[src/rtl/bitrun_stats.sv]
// Per-packet statistics on a 1-bit stream: beat length, count of ones and
// longest run of ones, presented as one result word per packet.
module bitrun_stats #(
    parameter int CNT_W = 8
) (
    input  logic               clk,
    input  logic               reset,
    input  logic               i_valid,
    input  logic               i_sop,
    input  logic               i_eop,
    input  logic               inp,
    output logic               i_ready,
    input  logic               o_ready,
    output logic               o_valid,
    output logic [3*CNT_W-1:0] o_data,
    output logic               o_err
);

    typedef enum logic [1:0] {
        IDLE = 2'd0,
        PKT  = 2'd1,
        HOLD = 2'd2
    } state_t;

    localparam logic [CNT_W-1:0] CNT_ONE = {{(CNT_W-1){1'b0}}, 1'b1};

    state_t           state;
    logic [CNT_W-1:0] len;
    logic [CNT_W-1:0] ones;
    logic [CNT_W-1:0] run;
    logic [CNT_W-1:0] max_run;
    logic             err;

    logic             acc;
    logic [CNT_W-1:0] first_val;
    logic [CNT_W-1:0] run_inc;

    function automatic logic [CNT_W-1:0] sat_inc(input logic [CNT_W-1:0] v);
        return (v == '1) ? v : v + CNT_ONE;
    endfunction

    always_comb begin
        acc       = i_valid & (state != HOLD);
        first_val = {{(CNT_W-1){1'b0}}, inp};
        run_inc   = sat_inc(run);
    end

    always_ff @(posedge clk or posedge reset) begin
        if (reset) begin
            state   <= IDLE;
            len     <= '0;
            ones    <= '0;
            run     <= '0;
            max_run <= '0;
            err     <= 1'b0;
        end else begin
            case (state)
                IDLE: begin
                    if (acc && i_sop) begin
                        len     <= CNT_ONE;
                        ones    <= first_val;
                        run     <= first_val;
                        max_run <= first_val;
                        err     <= 1'b0;
                        state   <= i_eop ? HOLD : PKT;
                    end
                end
                PKT: begin
                    if (acc) begin
                        if (i_sop) begin
                            // Missing eop: restart on this beat and flag the new packet.
                            len     <= CNT_ONE;
                            ones    <= first_val;
                            run     <= first_val;
                            max_run <= first_val;
                            err     <= 1'b1;
                        end else begin
                            len <= sat_inc(len);
                            if (inp) begin
                                ones <= sat_inc(ones);
                                run  <= run_inc;
                                if (run_inc > max_run)
                                    max_run <= run_inc;
                            end else begin
                                run <= '0;
                            end
                        end
                        if (i_eop)
                            state <= HOLD;
                    end
                end
                HOLD: begin
                    if (o_ready) begin
                        state <= IDLE;
                        err   <= 1'b0;
                    end
                end
                default: state <= IDLE;
            endcase
        end
    end

    assign i_ready = (state != HOLD);
    assign o_valid = (state == HOLD);
    assign o_data  = {len, ones, max_run};
    assign o_err   = err;

endmodule

[config.mk]
export PLATFORM = sky130hd
export DESIGN_NAME = bitrun_stats
export DESIGN_NICKNAME = d
export VERILOG_FILES = /design/src/rtl/bitrun_stats.sv
export SDC_FILE = /design/constraint.sdc
export NUM_CORES = 1
export LEC_CHECK = 0
export CORE_ASPECT_RATIO = 0.75
export CORE_MARGIN = 5
export CORE_UTILIZATION = 44
export DETAILED_ROUTE_END_ITERATION = 8
export GPL_ROUTABILITY_DRIVEN = 0
export PLACE_DENSITY = 0.75
export SLEW_MARGIN = 30
export SYNTH_ARGS = -nofsm -noshare
export SYNTH_HDL_FRONTEND = slang
export SYNTH_SLANG_ARGS = --single-unit
[constraint.sdc]
create_clock -name clk -period 3 [get_ports clk]
set_clock_uncertainty 0.05 [all_clocks]
set_input_delay 0.6 -clock clk [delete_from_list [all_inputs] [get_ports clk]]
set_output_delay 0.6 -clock clk [all_outputs]
set_load 0.01 [all_outputs]
==> results by group, run 1 <==
Synth
  • Count of flip-flops with a built-in enable after synthesis: 0
  • Most frequently used flop master after synthesis: sky130_fd_sc_hd__dfrtp_1
  • Seq cells post-synth: 35
  • Fraction of registers with async set/reset: 1.00
  • Average footprint of a synthesized cell: 9.03 µm²
  • Count of unique library cells instantiated by Yosys: 38
  • Synthesized net count: 246
  • Post-Synthesis Cells: 228
  • Seq/Total Area, Yosys: 0.426
  • Total standard cell area after synthesis: 0.00206 mm²
  • Cell taking the most area after synthesis: sky130_fd_sc_hd__dfrtp_1
  • Biggest area contributors in the synthesized netlist: sky130_fd_sc_hd__dfrtp_1 43%, sky130_fd_sc_hd__nand2_1 7.1%, sky130_fd_sc_hd__ha_1 6.7%, sky130_fd_sc_hd__mux2i_1 4.4%, sky130_fd_sc_hd__nor2_1 4.4%
  • Count of warnings emitted by yosys: 0
  • Area fraction of the dominant cell type after synthesis: 0.426

Global route
  • Initial antenna violation count: 0
  • Total congestion overflow: 0
  • Largest net degree at the start of global routing: 36
  • Vias in the first global route: 1650
  • Wire length of the first global-routing pass: 8110 µm
  • Global-route usage over all layers: 0.165

Routing
  • Number of nets with antenna violations after detailed routing: 0
  • 1st-pass router iterations: 4
  • Post-detailed-route wirelength per cell: 14.7 µm
  • Remaining design rule violation count: 0
  • Via count of the routed design: 1806
  • Starting DRC count in detailed routing: 103
  • Aggregate routed wire length: 4820 µm
  • Post-detailed-route via-to-cell ratio: 5.51

Floorplan
  • Die Outline Area: 0.00616 mm²
  • Initial core utilization: 0.458
  • I/O Pins: 34
  • Count of standard-cell rows: 21
  • Placeable core area: 0.00449 mm²
  • Width of the die: 89.0 µm
  • Height of the die: 69.2 µm

Setup path
  • Buffer and inverter count on the worst path: 0
  • Critical path class: flop to flop
  • Depth of the worst register-to-register path: 10
  • Endpoint required time on the critical path: 3120 ps
  • Max stage delay on crit path: 410 ps
  • Reg2Reg Launch Point: run[1]
  • Crit start category: flop
  • Largest fanout of any net on the critical path: 5
  • Cell mode on critical path: sky130_fd_sc_hd__mux2_2
  • Critical path, cell by cell: ha_2, nand3_1, nor2_2, mux2_2, ha_1, and4b_1, a211oi_1, o221ai_1, a21oi_1, mux2_2
  • R2r endpoint: max_run[0]
  • Library cell contributing the largest single delay on the critical path: sky130_fd_sc_hd__dfrtp_1
  • Worst reg-to-reg setup slack: 130 ps
  • Critical path data arrival time: 3000 ps
  • Top cell family by delay on the critical path: multiplexers
  • Nature of the critical path endpoint: flop

Layout
  • Number of nets in the final layout: 289
  • Number of fill cells: 403
  • Core occupancy in the finished layout: 0.577
  • Total area of sequential cells: 877 µm²
  • Number of diodes: 0
  • Area of the multi-input gates: 0.00111 mm²
  • Layout cells sized above 1: 0.0996
  • Area growth, synth to finish: 26.0%

Outcome
  • Result of the run: finished, final reports clean

Power
  • Pwr Density: 446 mW/mm²
  • Clock Power Share: 0.301
  • Maximum resistive drop on vdd: 228 µV
  • Combinational cell fraction of total power: 0.230
  • Fraction of power spent switching nets: 0.296
  • Switching power total: 343 µW
  • Standby leakage power: 1.14 nW
  • Sequential power share: 0.469
  • Cell internal power dissipation: 815 µW

STA
  • Post-route clock period utilization: 0.958
  • Endpoints failing setup: 0
  • Max-slew headroom at the worst pin: 0.602
  • Pins Over Slew Limit: 0
  • Maximum clock rate: 0.348 GHz
  • Minimum hold slack: 456 ps
  • Minimum clock period: 2870 ps
  • Hold Violations, Final: 0
  • Worst slew pin tran: 591 ps

CTS
  • Clock tree from TritonCTS: yes
  • Post-CTS setup buffers: 0
  • CTS H-tree depth: 2
  • Clk slew on worst S/H paths: 70 ps
  • Maximum buffer depth of the clock tree: 2
  • Library cell used as clock root buffer: sky130_fd_sc_hd__clkbuf_8
  • Hold Buf Count CTS: 0
  • Clk sink count: 35
  • Number of buffers created by CTS: 5
  • Source-to-sink clock delay at the later pin of the worst-skew pair: 280 ps

Worst hold path
  • Number of cells on the worst hold path: 2
  • Worst Hold Endpoint: o_err
  • Min-Delay Path Class: flop to flop
  • Hold path startpoint: o_err

Place
  • Post-DP HPWL: 3480 µm
  • Number of buffer cells added on primary ports: 33

Flow run
  • MaxCap Viol Count: 0
-- flip-flops by register name, indices dropped and copies added, names as in the netlist --
| signal | flops |
|---|---|
| ones | 8 |
| run | 8 |
| max_run | 8 |
| state | 2 |
| o_err | 1 |
| len | 8 |
-- cell usage in the layout, fill, tap and decap left out, types with 3 or more instances in the layout --
cell	synthesis	layout
sky130_fd_sc_hd__a211oi_1	3	3
sky130_fd_sc_hd__a21oi_1	13	13
sky130_fd_sc_hd__a22o_1	7	7
sky130_fd_sc_hd__and2_1	4	4
sky130_fd_sc_hd__buf_4	0	9
sky130_fd_sc_hd__clkbuf_8	0	6
sky130_fd_sc_hd__clkdlybuf4s50_1	0	33
sky130_fd_sc_hd__dfrtp_1	35	34
sky130_fd_sc_hd__ha_1	11	10
sky130_fd_sc_hd__inv_1	12	12
sky130_fd_sc_hd__mux2_2	4	4
sky130_fd_sc_hd__mux2i_1	9	9
sky130_fd_sc_hd__nand2_1	39	38
sky130_fd_sc_hd__nand3_1	13	13
sky130_fd_sc_hd__nand4_1	5	5
sky130_fd_sc_hd__nor2_1	24	23
sky130_fd_sc_hd__o21ai_0	8	8
sky130_fd_sc_hd__xnor2_1	5	5
sky130_fd_sc_hd__xor2_1	4	4
-- worst max-delay path by stage --
stage,from,to,slack [ps],depth (start not counted)
finish,run[1],max_run[0],130,10
global route,run[0],max_run[0],-10,10
CTS,run[0],max_run[4],90,10
detailed placement,run[0],max_run[7],100,10
global placement,run[0],max_run[0],170,10
floorplan,run[0],max_run[0],120,10
-- cell families after synthesis --
kind of cell | synth area share
and+or+nand+nor | 0.246
muxes | 0.0657
AOI/OAI and AO/OA | 0.122
DFF | 0.426
xor gates and xnor gates | 0.0383
adders and majority gates | 0.0669
buffers and inverters | 0.0365
-- cell usage after synthesis (5+ instances only) --
cell,instances
sky130_fd_sc_hd__a22o_1,7
sky130_fd_sc_hd__dfrtp_1,35
sky130_fd_sc_hd__mux2i_1,9
sky130_fd_sc_hd__nand4_1,5
sky130_fd_sc_hd__xnor2_1,5
sky130_fd_sc_hd__nand2_1,39
sky130_fd_sc_hd__inv_1,12
sky130_fd_sc_hd__clkbuf_1,5
sky130_fd_sc_hd__ha_1,11
sky130_fd_sc_hd__nor2_1,24
sky130_fd_sc_hd__a21oi_1,13
sky130_fd_sc_hd__o21ai_0,8
sky130_fd_sc_hd__nand3_1,13
-- what timing repair did --
action,in CTS,in global routing
gates resized for setup,0,4
endpoints found under the hold margin,0,0
endpoints found under the setup margin,0,8
-- routing by layer --
metal	vias up	routed length, µm	GRT usage
met5	-	0	0
met4	0	49	0.0347
met3	6	201	0.0475
met2	33	2060	0.222
met1	877	2510	0.262
li1	890	-	-
-- worst reg2reg max path, delay by kind of cell (launching register included) --
| family | cells | cell delay, ps |
|---|---|---|
| compound gates | 3 | 600 |
| fa+ha+maj | 2 | 530 |
| flops | 1 | 410 |
| mux | 2 | 710 |
| simple gates | 3 | 440 |
-- stage by stage --
step	area, µm²	TNS, ps	cells	power (mW)	worst slack [ps]
after global routing	2590	-13.2	328	1.22	-13.2
after detailed placement	2500	0	321	0.814	96.7
after floorplan	2060	0	228	0.703	118
final	2590	0	328	1.16	127
after global placement	2500	0	321	0.806	172
after CTS	2580	0	328	1.16	92.1
-- power by group through the flow --
stage               logic [mW]  registers (mW)  clock network [mW]
finish                   0.267           0.543               0.348
global route             0.295           0.548               0.379
CTS                      0.265           0.541               0.356
detailed placement       0.264           0.549                   0
global placement         0.257           0.549                   0
floorplan                0.150           0.553                   0
-- final cells by class --
type | instances | share of cell area
Clock inverter | 1 | 0.00193
Multi-Input combinational cell | 175 | 0.430
Timing Repair Buffer | 42 | 0.153
Tap cell | 57 | 0.0275
Inverter | 12 | 0.0174
Clock buffer | 6 | 0.0318
Sequential cell | 35 | 0.338
Power figures use the tool's default switching activity.
==> run 2: changes to the inputs <==
--- a/config.mk
+++ b/config.mk
@@ -5,6 +5,7 @@
 export SDC_FILE = /design/constraint.sdc
 export NUM_CORES = 1
 export LEC_CHECK = 0
+export CAP_MARGIN = 20
 export CORE_ASPECT_RATIO = 0.75
 export CORE_MARGIN = 5
 export CORE_UTILIZATION = 44
==> results of run 2 <==
No change in the layout: final DEF, timing and power equal those of run 1.
